===== config.mk =====
export PLATFORM = sky130hd
export DESIGN_NAME = fetch_sequencer
export DESIGN_NICKNAME = d
export VERILOG_FILES = /design/src/rtl/fetch_sequencer.sv
export SDC_FILE = /design/constraint.sdc
export NUM_CORES = 1
export LEC_CHECK = 0
export CORE_UTILIZATION = 54
export DETAILED_ROUTE_END_ITERATION = 16
export GPL_TIMING_DRIVEN = 0
export HOLD_SLACK_MARGIN = 0.05
export PLACE_DENSITY = 0.8
export SYNTH_ARGS = -nofsm -noshare
export SYNTH_HDL_FRONTEND = slang
export SYNTH_SLANG_ARGS = --single-unit

===== constraint.sdc =====
create_clock -name clk -period 3.1 [get_ports clk]
set_input_delay 0.62 -clock clk [delete_from_list [all_inputs] [get_ports clk]]
set_output_delay 0.62 -clock clk [all_outputs]
set_load 0.02 [all_outputs]

===== src/rtl/fetch_sequencer.sv =====
// fetch_sequencer: fetch/hazard control FSM that drives PC and pipeline-register enables, flushes and load-use stall count.
module fetch_sequencer #(
  parameter int unsigned BOOT_CYCLES = 2,
  parameter int unsigned ZERO_REG    = 31
) (
  input  logic        clk,
  input  logic        reset,
  input  logic        IDEX_MemRead,
  input  logic [4:0]  IDEX_Rd,
  input  logic [4:0]  IFID_Rn,
  input  logic [4:0]  IFID_Rm,
  input  logic        MEM_BranchTaken,
  input  logic        halt_req,
  output logic        PCWrite,
  output logic        PCSrc,
  output logic        IFIDWrite,
  output logic        IFIDFlush,
  output logic        IDEXFlush,
  output logic        EXMEMFlush,
  output logic [2:0]  state,
  output logic [31:0] stall_count
);
  typedef enum logic [2:0] {BOOT = 3'd0, RUN = 3'd1, STALL = 3'd2, FLUSH = 3'd3, HALT = 3'd4} state_t;
  state_t      state_q, state_d;
  logic [31:0] boot_cnt_q, boot_cnt_d, stall_count_q, stall_count_d;
  logic        hazard, act, br, hl, st, boot_done;
  assign hazard = IDEX_MemRead && IDEX_Rd != 5'(ZERO_REG) && (IDEX_Rd == IFID_Rn || IDEX_Rd == IFID_Rm);
  always_comb begin
    act           = state_q == RUN || state_q == STALL || state_q == FLUSH;
    br            = act && MEM_BranchTaken;
    hl            = act && !br && halt_req;
    // hazard is only honoured in RUN; STALL and FLUSH mask it
    st            = state_q == RUN && !br && !hl && hazard;
    PCWrite       = act && !hl && !st;
    IFIDWrite     = act && !hl && !st;
    PCSrc         = br;
    IFIDFlush     = br;
    IDEXFlush     = br || st;
    EXMEMFlush    = br;
    boot_done     = boot_cnt_q + 32'd1 >= 32'(BOOT_CYCLES);
    boot_cnt_d    = state_q == BOOT ? boot_cnt_q + 32'd1 : boot_cnt_q;
    state_d       = state_q == BOOT ? (boot_done ? RUN : BOOT) :
                    act ? (br ? FLUSH : hl ? HALT : st ? STALL : RUN) :
                    state_q == HALT ? HALT : RUN;
    stall_count_d = st && stall_count_q != '1 ? stall_count_q + 32'd1 : stall_count_q;
  end
  always_ff @(posedge clk or posedge reset) begin
    if (reset) begin
      state_q       <= BOOT;
      boot_cnt_q    <= '0;
      stall_count_q <= '0;
    end else begin
      state_q       <= state_d;
      boot_cnt_q    <= boot_cnt_d;
      stall_count_q <= stall_count_d;
    end
  end
  assign state       = state_q;
  assign stall_count = stall_count_q;
endmodule


* Word level (Yosys, flattened, before mapping)
Cells that the tools add are included.
** Word-level totals
- Register bits after elaboration :: 67
- Latch bits :: 0
- RAM bits :: 0
- Memory bits (read-only) :: 0
- Input bits :: 20
- Output and inout port bits :: 41
- Logic and storage cells :: 40
- Memories kept :: 0
** Operators by class
- Add/sub/neg operators :: 2
- $mul :: 0
- Divide/modulo/power cells :: 0
- Order comparisons :: 1
- Eq/ne operators :: 8
- Shift-type cells :: 0
- Mux-type cells :: 7
- Bitwise gates (word level) :: 0
- Reductions and logical operators :: 19
** Operators by type and width (number)
- 32-bit by 1-bit adder with 32-bit output (second input constant) :: 2
- 32-bit by 2-bit greater-or-equal comparator with 1-bit output (second input constant) :: 1
- 32-bit != test (second input constant) :: 1
- 3-bit two-way mux :: 5
- 1-bit logical AND :: 11
- 5-bit == test :: 2
- 3-bit by 2-bit == test with 1-bit output (second input constant) :: 2
- 5-bit != test (second input constant) :: 1
- 1-bit logical OR :: 4
- 3-bit by 1-bit == test with 1-bit output (second input constant) :: 1
- 3-bit == test (second input constant) :: 1
- 1-bit zero test :: 3
- 3-bit zero test :: 1
- 2-bit two-way mux :: 1
- 1-bit two-way mux :: 1

* Logic depth before layout (Yosys ltp)
- Depth after elaboration :: 15
- Gate-level depth with buffers :: 8
- Depth with buffers taken out :: 7

* Worst setup path after synthesis
Ideal clock, no wire load.
- Path type :: input to output
- Start :: in IDEX_Rd[2]
- End :: out PCWrite
- Data arrival time :: 2080 ps
- Required time :: 2480 ps
- Path slack :: 400 ps
- Stages :: 6
- Buffers on the path :: 1
- Cell sequence :: and3_1 > nand3_1 > and4b_1 > and2_1 > nor3_1 > buf_4
** On the way
- Longest elaborated chain between the ends :: 6
- Elaborated cells on any way between the ends :: 9
- Those cells by class :: eq/ne (3); reduce/logical (6)
** RTL lines
- start: declaration :: line 9 : input logic [4:0] IDEX_Rd,
- 5-bit != test or 5-bit == test (tied branches) :: line 27 : assign hazard = IDEX_MemRead && IDEX_Rd != 5'(ZERO_REG) && (IDEX_Rd == IFID_Rn || IDEX_Rd == IFID_Rm);
- 1-bit logical AND or 1-bit logical OR (tied branches) :: line 27
- 1-bit logical AND * :: line 27
- 1-bit logical AND * :: line 33 : st = state_q == RUN && !br && !hl && hazard;
- 1-bit zero test *
- 1-bit logical AND *
- end: declaration :: line 14 : output logic PCWrite,
Mark *: on every way between the ends. The rest lies on a longest branch, timed or not.

* Worst setup path after layout
- Start :: in IDEX_Rd[0]
- End :: out IDEXFlush
** On the way
- Longest elaborated chain between the ends :: 5
- Elaborated cells on any way between the ends :: 8
- Those cells by class :: eq/ne (3); reduce/logical (5)
** RTL lines
- 5-bit != test or 5-bit == test (tied branches) :: line 27
- 1-bit logical AND or 1-bit logical OR (tied branches) :: line 27
- 1-bit logical AND * :: line 27
- 1-bit logical AND * :: line 33
- 1-bit logical OR * :: line 38 : IDEXFlush = br || st;
- end: declaration :: line 18 : output logic IDEXFlush,
Marked as above.

==> metrics.txt <==
status=finished, final reports clean; Die ar.=7610 um2; Vias/cell=5.83; Die H=87.3 um; Worst-Skew Late Latency=0.35 ns; antenna viol nets, final=0; Syn Std Cell Area=3930 um2; Synth cell types=55; routed wire length=9030 um; Net Count, Synth=440; post-route minimum period=3.02 ns; antenna cell count=0; largest area contributor in the netlist=dfrtp_1; I/O Buffers=60; first-pass GRT wire length=15300 um; worst hold path class=flop to flop; Net count, final=514; Power Dens Cells=426 nW/um2; total number of vias=3454; Starting Density=56.8%; Rows=30; CTS Root Buffer Type=clkbuf_8; Worst Path Max Fanout=4; crit path kind=input pin to output port; H-tree depth=3; Max Clk Rate=331 MHz; Fill cells=531; CTS tree=built; Worst Clk Skew=0.00663 ns; max-slew violation count=0; GPL Wtd Cong=0.904; maximum root-to-sink buffer count=2; final hold violation count=0; hold path depth=1; unrepaired setup endpoints after global routing=no; DP HPWL=6480 um; Post-synth EDFFs=0; worst-margin pin slew=0.898 ns; Critical Path AT=2.40 ns; leak pwr=2.10 nW; post-synthesis sequential area ratio=42.7%; critical path startpoint category=input pin; reg2reg path depth=8; initial antenna violation count=0; top cells by count, synth=dfrtp_1, xnor2_1, nand2_1, xor2_1, nand4_1; asr flop ratio synth=100%; #FFs+latches synth=67; vias in the first global route=3256; CTS buffer count=9; Max-slew headroom=39.6%; fin util=71.1%; final instance area=4910 um2; final setup TNS=0 ns; Hold Worst Slack=0.493 ns; final worst-path cycle share=97.4%; Yosys top cell area share=42.7%; Synth Warn #=0; syn avg cell area=9.41 um2; Die X=87.3 um; total track usage=25.7%; DRC viols=0; most common cell in the synthesized netlist=dfrtp_1; Top FF cell, synth=dfrtp_1; grt total ovfl=0; total clock sinks=67; Max Cap Viol=0; # IOs=61; share of layout cells above drive strength 1=9.48%; post-DR wirelength/cell=15.3 um; ranking of synthesized cells by area=dfrtp_1, xnor2_1, xor2_1; core area=6910 um2; Worst setup EP type=output port; Syn Inst Count=417; DR pass1 iterations=5; Worst-path clk slew=0.08 ns; area of the multi-input gates=2120 um2; Cell Area, Placed=4670 um2; Worst EP required=2.48 ns; register area=1680 um2; P&R area growth vs syn=25.0%; Starting DRT DRC Count=229; endpoints failing setup=0; maximum vdd ir drop=0.227 mV; largest net degree at the start of global routing=38
power by group:
part	internal (W)	leakage (nW)	switching [W]	total [W]
sequential	0.000912	0.892	0.0000582	0.000970
clock	0.000375	0.0958	0.000363	0.000738
combinational	0.000186	1.12	0.000197	0.000383
registers in the layout, indices dropped and copies added (netlist names):
| signal | cells |
|---|---|
| boot_cnt_q | 32 |
| stall_count | 32 |
| state | 3 |
layer usage:
metal  share of wire [%]  track usage, %  vias to the layer above
li1                    -               -                     1650
met1                  44            33.7                     1652
met2                  49            43.5                      133
met3                 5.3            3.60                       19
met4                 1.7            9.09                        0
met5                   0               0                        -
cell usage in the layout, fill, tap and decap left out, types with 3 or more instances in the layout:
cell             count
and3_1               9
clkbuf_8             9
nor2_1              26
and2_1               4
xnor2_1             43
inv_1               10
nand2_1             33
or2_2                5
buf_2                4
nor4_1              10
buf_4                5
clkbuf_1            14
and4_1              10
nand3_1             28
mux2i_1              3
a211oi_1             3
xor2_1              33
a21oi_1              3
ha_1                 3
nand4_1             30
clkdlybuf4s50_1     55
dlygate4sd2_1        3
or3_1                6
nor3_1              24
dfrtp_1             67
metrics by stage:
step / std cells / setup WS, ns / total power [W]
4_1_cts: 590 / 0.0366 / 0.00209
3_5_place_dp: 574 / -0.520 / 0.00136
6_report: 592 / 0.0819 / 0.00209
2_1_floorplan: 417 / 0.400 / 0.00121
5_1_grt: 592 / 0.0244 / 0.00219
3_3_place_gp: 573 / -0.504 / 0.00135
critical path, cell delays in order:
cell and delay (ns):
clkdlybuf4s50_1 0.52, and3_1 0.16, nand3_1 0.07, and4b_2 0.25, and2_4 0.19, or2_2 0.29
clkdlybuf4s15_1 0.29
timing repair:
| action | in CTS | in global routing |
|---|---|---|
| resized for setup | 12 | 2 |
| pin swaps | 2 | 0 |
| setup endpoints to repair | 3 | 2 |
| setup buffers | 0 | 2 |
| hold buffers | 0 | 0 |
final timing paths:
| check | to | start | slack, ns |
|---|---|---|---|
| max | IDEXFlush | IDEX_Rd[0] | 0.08 |
| min | stall_count[26]$_DFFE_PP0P_ | stall_count[26]$_DFFE_PP0P_ | 0.49 |
| max reg2reg | state[0]$_DFF_PP0_ | boot_cnt_q[0]$_DFFE_PP0N_ | 0.33 |
| min reg2reg | stall_count[26]$_DFFE_PP0P_ | stall_count[26]$_DFFE_PP0P_ | 0.49 |
| max in group asynchronous | stall_count[8]$_DFFE_PP0P_ | reset | 1.80 |
| min in group asynchronous | stall_count[17]$_DFFE_PP0P_ | reset | 0.68 |
cells by family (layout without fill, tap and decap cells):
kind of cell	Yosys count	after routing	synth area share, %
simple gates	202	202	28.6
fa+ha+maj	3	3	0.956
xor+xnor	76	76	17.0
buf+inv	36	115	4.11
mux	4	4	1.05
flops	67	67	42.7
compound gates	29	29	5.64
cell type report:
cell class / count / share of cell area, %
multi-input cells: 314 / 43.1
flip-flops and latches: 67 / 34.2
repair buffers: 63 / 12.9
clock buffers: 9 / 2.52
plain buffers: 25 / 2.45
well taps: 96 / 2.45
clock inverters: 7 / 1.56
inverters: 11 / 0.841
(Power assumes the default switching activity.)
